### config.mk
export PLATFORM = sky130hd
export DESIGN_NAME = instr_fetch_unit_flat
export DESIGN_NICKNAME = d
export VERILOG_FILES = /design/src/rtl/instr_fetch_unit_if.sv /design/src/rtl/instr_fetch_unit.sv /design/src/flat_wrapper.sv
export SDC_FILE = /design/constraint.sdc
export NUM_CORES = 1
export LEC_CHECK = 0
export CAP_MARGIN = 20
export CORE_ASPECT_RATIO = 0.75
export CORE_UTILIZATION = 43
export CTS_CLUSTER_DIAMETER = 60
export DETAILED_ROUTE_END_ITERATION = 7
export PLACE_DENSITY_LB_ADDON = 0.3
export SLEW_MARGIN = 5
export SYNTH_ARGS = -nofsm -noshare
export SYNTH_HDL_FRONTEND = slang
export SYNTH_SLANG_ARGS = --single-unit
### constraint.sdc
create_clock -name CLK -period 3.97 [get_ports CLK]
set_input_delay 0.794 -clock CLK [delete_from_list [all_inputs] [get_ports CLK]]
set_output_delay 0.794 -clock CLK [all_outputs]
set_load 0.02 [all_outputs]
### src/rtl/instr_fetch_unit_if.sv
// Instruction-memory read port shared by the fetch unit and its memory.
// The fetch unit uses the master view; the memory model uses the slave view.
interface instr_fetch_unit_if #(
  parameter int DATA_WIDTH = 32,
  parameter int ADDR_WIDTH = 26
);
  logic                  MEM_REQ;
  logic [ADDR_WIDTH-1:0] MEM_ADDR;
  logic                  MEM_ACK;
  logic [DATA_WIDTH-1:0] MEM_RDATA;

  modport master (
    output MEM_REQ,
    output MEM_ADDR,
    input  MEM_ACK,
    input  MEM_RDATA
  );

  modport slave (
    input  MEM_REQ,
    input  MEM_ADDR,
    output MEM_ACK,
    output MEM_RDATA
  );
endinterface

### src/rtl/instr_fetch_unit.sv
// Instruction-fetch stage: owns PC and IR, issues one REQ/ACK memory read per
// fetch with a bounded wait, and selects the next PC from four sources.
// ADDR_WIDTH must satisfy 16 < ADDR_WIDTH < DATA_WIDTH; TIMEOUT must be >= 1.
module instr_fetch_unit #(
  parameter int          DATA_WIDTH = 32,
  parameter int          ADDR_WIDTH = 26,
  parameter logic [31:0] PC_RESET   = 32'h0000_1000,
  parameter int          PC_STEP    = 1,
  parameter int          TIMEOUT    = 15
) (
  input  logic                  CLK,
  input  logic                  RST,
  input  logic                  START,
  input  logic                  PC_LOAD,
  input  logic [1:0]            PC_SRC,
  input  logic [DATA_WIDTH-1:0] REG_TARGET,
  instr_fetch_unit_if.master    mem,
  output logic [DATA_WIDTH-1:0] INSTRUCTION,
  output logic [DATA_WIDTH-1:0] PC,
  output logic [DATA_WIDTH-1:0] PC_PLUS,
  output logic                  BUSY,
  output logic                  IR_VALID,
  output logic                  FETCH_ERR
);

  localparam int CNT_W = $clog2(TIMEOUT + 1);
  localparam logic [DATA_WIDTH-1:0] PC_RST_VAL = DATA_WIDTH'(PC_RESET);
  localparam logic [DATA_WIDTH-1:0] PC_INC     = DATA_WIDTH'(PC_STEP);
  localparam logic [CNT_W-1:0]      CNT_LAST   = CNT_W'(TIMEOUT - 1);

  typedef enum logic [1:0] {
    S_IDLE = 2'd0,
    S_REQ  = 2'd1,
    S_ERR  = 2'd2
  } state_e;

  state_e                state_q, state_d;
  logic [DATA_WIDTH-1:0] pc_q, pc_d;
  logic [DATA_WIDTH-1:0] ir_q, ir_d;
  logic [CNT_W-1:0]      cnt_q, cnt_d;
  logic                  req_q, req_d;
  logic                  ir_valid_q, ir_valid_d;
  logic                  err_q, err_d;

  logic [DATA_WIDTH-1:0] pc_plus;
  logic [DATA_WIDTH-1:0] branch_off;
  logic [DATA_WIDTH-1:0] pc_sel;

  // Return address and branch offset derived from the current PC and IR.
  always_comb begin
    pc_plus    = pc_q + PC_INC;
    branch_off = {{(DATA_WIDTH-16){ir_q[15]}}, ir_q[15:0]};
  end

  // Next-PC multiplexer; arithmetic wraps silently.
  always_comb begin
    pc_sel = pc_plus;
    case (PC_SRC)
      2'b00:   pc_sel = pc_plus;
      2'b01:   pc_sel = pc_plus + branch_off;
      2'b10:   pc_sel = {pc_plus[DATA_WIDTH-1:ADDR_WIDTH], ir_q[ADDR_WIDTH-1:0]};
      default: pc_sel = REG_TARGET;
    endcase
  end

  // Fetch FSM next-state logic; outputs are computed here and registered so
  // MEM_REQ/BUSY/IR_VALID/FETCH_ERR come straight from flops.
  always_comb begin
    state_d    = state_q;
    pc_d       = pc_q;
    ir_d       = ir_q;
    cnt_d      = cnt_q;
    req_d      = req_q;
    ir_valid_d = 1'b0;
    err_d      = err_q;
    case (state_q)
      S_IDLE, S_ERR: begin
        // PC moves only while no read is outstanding, so MEM_ADDR stays
        // stable across the whole request. A same-edge START fetches the
        // freshly loaded PC.
        if (PC_LOAD) begin
          pc_d = pc_sel;
        end
        if (START) begin
          state_d = S_REQ;
          cnt_d   = '0;
          req_d   = 1'b1;
          err_d   = 1'b0;
        end
      end
      S_REQ: begin
        // ACK is checked before the timeout so a reply in the last allowed
        // cycle is still accepted.
        if (mem.MEM_ACK) begin
          ir_d       = mem.MEM_RDATA;
          state_d    = S_IDLE;
          req_d      = 1'b0;
          ir_valid_d = 1'b1;
        end else if (cnt_q == CNT_LAST) begin
          state_d = S_ERR;
          req_d   = 1'b0;
          err_d   = 1'b1;
        end else begin
          cnt_d = cnt_q + 1'b1;
        end
      end
      default: begin
        state_d = S_IDLE;
        req_d   = 1'b0;
      end
    endcase
  end

  // State register; the asynchronous reset drops MEM_REQ without a clock edge.
  always_ff @(posedge CLK or negedge RST) begin
    if (!RST) begin
      state_q    <= S_IDLE;
      pc_q       <= PC_RST_VAL;
      ir_q       <= '0;
      cnt_q      <= '0;
      req_q      <= 1'b0;
      ir_valid_q <= 1'b0;
      err_q      <= 1'b0;
    end else begin
      state_q    <= state_d;
      pc_q       <= pc_d;
      ir_q       <= ir_d;
      cnt_q      <= cnt_d;
      req_q      <= req_d;
      ir_valid_q <= ir_valid_d;
      err_q      <= err_d;
    end
  end

  // Output mapping.
  always_comb begin
    mem.MEM_REQ  = req_q;
    mem.MEM_ADDR = pc_q[ADDR_WIDTH-1:0];
    INSTRUCTION  = ir_q;
    PC           = pc_q;
    PC_PLUS      = pc_plus;
    BUSY         = req_q;
    IR_VALID     = ir_valid_q;
    FETCH_ERR    = err_q;
  end

endmodule

### src/flat_wrapper.sv
// flat-port wrapper written by rule: the top's interface ports become plain ports
module instr_fetch_unit_flat 
#(
  parameter int          DATA_WIDTH = 32,
  parameter int          ADDR_WIDTH = 26,
  parameter logic [31:0] PC_RESET   = 32'h0000_1000,
  parameter int          PC_STEP    = 1,
  parameter int          TIMEOUT    = 15
)
  (CLK, RST, START, PC_LOAD, PC_SRC, REG_TARGET, INSTRUCTION, PC, PC_PLUS, BUSY, IR_VALID, FETCH_ERR, mem_MEM_REQ, mem_MEM_ADDR, mem_MEM_ACK, mem_MEM_RDATA);
  instr_fetch_unit_if #(.DATA_WIDTH(DATA_WIDTH), .ADDR_WIDTH(ADDR_WIDTH)) mem_i ();
  input  logic CLK;
  input  logic RST;
  input  logic START;
  input  logic PC_LOAD;
  input  logic [1:0] PC_SRC;
  input  logic [DATA_WIDTH-1:0] REG_TARGET;
  output logic [DATA_WIDTH-1:0] INSTRUCTION;
  output logic [DATA_WIDTH-1:0] PC;
  output logic [DATA_WIDTH-1:0] PC_PLUS;
  output logic BUSY;
  output logic IR_VALID;
  output logic FETCH_ERR;
  output wire logic [$bits(mem_i.MEM_REQ)-1:0] mem_MEM_REQ;
  output wire logic [$bits(mem_i.MEM_ADDR)-1:0] mem_MEM_ADDR;
  input wire logic [$bits(mem_i.MEM_ACK)-1:0] mem_MEM_ACK;
  input wire logic [$bits(mem_i.MEM_RDATA)-1:0] mem_MEM_RDATA;
  assign mem_MEM_REQ = mem_i.MEM_REQ;
  assign mem_MEM_ADDR = mem_i.MEM_ADDR;
  assign mem_i.MEM_ACK = mem_MEM_ACK;
  assign mem_i.MEM_RDATA = mem_MEM_RDATA;
  instr_fetch_unit #(.DATA_WIDTH(DATA_WIDTH), .ADDR_WIDTH(ADDR_WIDTH), .PC_RESET(PC_RESET), .PC_STEP(PC_STEP), .TIMEOUT(TIMEOUT)) u_core (.CLK(CLK), .RST(RST), .START(START), .PC_LOAD(PC_LOAD), .PC_SRC(PC_SRC), .REG_TARGET(REG_TARGET), .mem(mem_i), .INSTRUCTION(INSTRUCTION), .PC(PC), .PC_PLUS(PC_PLUS), .BUSY(BUSY), .IR_VALID(IR_VALID), .FETCH_ERR(FETCH_ERR));
endmodule
==> impl_metrics.env <==
export IMPL_synthArstFlopShare_pct=100
export IMPL_clockPowerShare_pct=12.9
export IMPL_drive_above_1_share_pct=16.0
export IMPL_ir_drop_mv=0.543
export IMPL_p_per_area_nw_per_um2=830
export IMPL_grt_ovfl_total=0
export IMPL_post_dp_cell_area_um2=8330
export IMPL_fin_area_um2=8830
export IMPL_seqPwrFrac_pct=17.6
export IMPL_hold_viol=0
export IMPL_final_net_count=1025
export IMPL_rows=36
export IMPL_cts_inserted_buffers=9
export IMPL_vias=6226
export IMPL_clock_latency_ps=350
export IMPL_critPathRequiredTime_ps=4200
export IMPL_synthCells=696
export IMPL_yosys_most_used_dff="dfrtp_1"
export IMPL_synth_area_um2=5960
export IMPL_die_w_um=138
export IMPL_dp_cells=1065
export IMPL_p_sw_share_pct=46.2
export IMPL_portBuffers=196
export IMPL_final_common_cell="clkdlybuf4s50_1"
export IMPL_tightest_slew_ps=985
export IMPL_setup_viol=0
export IMPL_maxCapViolations=0
export IMPL_crit_path_start_kind="flip-flop"
export IMPL_synth_avg_cell_area_um2=8.57
export IMPL_antenna_found_initial=0
export IMPL_switchingPower_uw=3390
export IMPL_max_freq_mhz=252
export IMPL_syn_nets=810
export IMPL_area_growth_pct=48.0
export IMPL_final_cell_count_no_fill=1087
export IMPL_rsz0062_at_grt="yes"
export IMPL_num_io_pins=197
export IMPL_critPathMaxFanout=3
export IMPL_dieArea_um2=14400
export IMPL_intPower_uw=3940
export IMPL_combPwrFrac_pct=69.5
export IMPL_synth_cell_types=57
export IMPL_vias_per_cell=5.73
export IMPL_outcome="completed"
export IMPL_synth_seq_cells=73
export IMPL_drc=0
export IMPL_start_util_pct=45.0
export IMPL_cts_sinks=73
export IMPL_p_leak_uw=0.00401
export IMPL_fin_skew_ps=14.0
export IMPL_cts_root_buf="clkbuf_16"
export IMPL_diodes=0
export IMPL_grtUsageTotal_pct=30.6
export IMPL_min_period_over_period_pct=99.9
export IMPL_htree_levels=3
export IMPL_grt_pass1_wl_um=33100
export IMPL_finalCriticalPeriod_ps=3970
export IMPL_gp_congestion=0.939
export IMPL_die_h_um=104
export IMPL_ys_warnings_count=0
export IMPL_core_region_area_um2=13200
export IMPL_cts_tree="done"
export IMPL_critPathCaptureType="flip-flop"
export IMPL_fillers=1125
export IMPL_drtAntennaViolNets=0
export IMPL_clk_pin_slew_worst_paths_ps=70
export IMPL_drt_initial_drc_count=503
export IMPL_avgRoutedWirePerCell_um=19.9
export IMPL_clockBufferDepth=2
export IMPL_synth_edff_count=0
export IMPL_hold_path_class="reg -> reg"
export IMPL_dpl_hpwl_um=16700
export IMPL_cp_arrival_ps=4200
export IMPL_dr_pass1_iters=5
export IMPL_crit_type="reg -> reg"
export IMPL_grt_pass1_vias=5928
export IMPL_grt_max_degree=74
export IMPL_max_slew_margin_pct=33.9
export IMPL_maxSlewViolCount=0
export IMPL_power_uw=7330
export IMPL_wl_um=21600
export IMPL_ys_seq_area_share_pct=30.6
export IMPL_final_cell_mix="clkdlybuf4s50_1 (194), nand2_1 (190), dfrtp_1 (70), buf_4 (61), a21oi_1 (43)"
-- per-stage QoR --
step | TNS [ps] | setup WS [ps] | hold WS, ps | util [%]
after floorplan | -57.7 | -53.8 | 493 | -
after global placement | 0 | 92.1 | 460 | 62.9
after detailed placement | -31.6 | -31.6 | 467 | 62.9
after CTS | 0 | 13.9 | 487 | 65.6
after global routing | -315 | -162 | 503 | 66.7
final | 0 | 3.64 | 482 | 66.7
-- cell usage after synthesis (10+ instances only) --
master	n	area, um^2
a21o_1	14	105
a21oi_1	44	220
buf_4	27	203
clkbuf_1	21	78.8
dfrtp_1	72	1800
ha_1	42	526
inv_1	17	63.8
mux4_2	22	495
nand2_1	191	717
nand3_1	18	90.1
nand4_1	10	62.6
nor2_1	26	97.6
o21ai_0	31	155
xnor2_1	37	324
xor2_1	22	193
-- power by group through the flow --
| stage | clock network (uW) | logic [uW] | registers [uW] |
|---|---|---|---|
| floorplan | 0 | 2630 | 1590 |
| global placement | 0 | 4800 | 1260 |
| detailed placement | 0 | 4870 | 1280 |
| CTS | 956 | 4920 | 1270 |
| global route | 983 | 5430 | 1320 |
| finish | 945 | 5090 | 1290 |
-- cell type report --
| class | instances | area (um^2) | share of cell area (%) |
|---|---|---|---|
| clock buffer | 10 | 239 | 2.71 |
| clock inverter | 6 | 97.6 | 1.11 |
| inverter | 18 | 67.6 | 0.765 |
| multi-input combinational | 553 | 3980 | 45.0 |
| sequential | 73 | 1830 | 20.7 |
| tap | 171 | 214 | 2.42 |
| timing repair buffer | 256 | 2400 | 27.2 |
-- critical path, cell delays in order (launching register included) --
cell	delay, ps
dfrtp_2	380
ha_4	160
nand3_4	80
nor3_4	210
nand4_1	180
nor2_2	180
nand4_1	230
xnor2_4	270
ha_4	220
a21o_1	150
a21o_1	170
a2111oi_2	290
o21ai_1	140
o2111ai_1	220
a21boi_1	120
or3_4	400
nand4_1	110
or3b_1	340
-- kinds of logic (layout without fill, tap and decap cells) --
group	after synthesis	after routing	synth area share, %
xor gates and xnor gates	59	59	8.66
adders and majority gates	43	43	9.15
DFF	73	73	30.6
muxes	32	32	10.1
AOI/OAI and AO/OA	133	133	13.8
buffers and inverters	70	290	6.10
and+or+nand+nor	286	286	21.5
-- routing by layer --
metal | GRT usage [%] | vias up | share of wire [%]
met5 | 0 | - | 0
met4 | 6.91 | 0 | 1.6
met3 | 9.41 | 39 | 9.7
met2 | 43.4 | 327 | 43
met1 | 44.9 | 3009 | 46
li1 | - | 2851 | -
-- registers in the layout, indices dropped and copies added (netlist names) --
| signal | count |
|---|---|
| u_core.cnt_q | 4 |
| u_core.INSTRUCTION | 32 |
| u_core.BUSY | 1 |
| u_core.PC | 32 |
| u_core.state_q | 2 |
| u_core.IR_VALID | 1 |
| u_core.FETCH_ERR | 1 |
-- final timing paths --
path,from,slack [ps],endpoint,depth (start not counted)
min in group asynchronous,RST,610,u_core.INSTRUCTION[0],1
hold / removal,u_core.INSTRUCTION[31],480,u_core.INSTRUCTION[31],2
setup / recovery,u_core.PC[1],4,u_core.PC[31],17
hold reg to reg,u_core.INSTRUCTION[31],480,u_core.INSTRUCTION[31],2
max in group asynchronous,RST,2690,u_core.PC[0],1
setup reg to reg,u_core.PC[1],4,u_core.PC[31],17
-- what timing repair did --
action / 4_1_cts / 5_1_grt
setup endpoints to repair: 1 / 12
buffers inserted: 1 / 5
resized for setup: 3 / 24
cloned: 0 / 0
hold buffers: 0 / 0
pin swaps: 2 / 18
(Power assumes the default switching activity.)
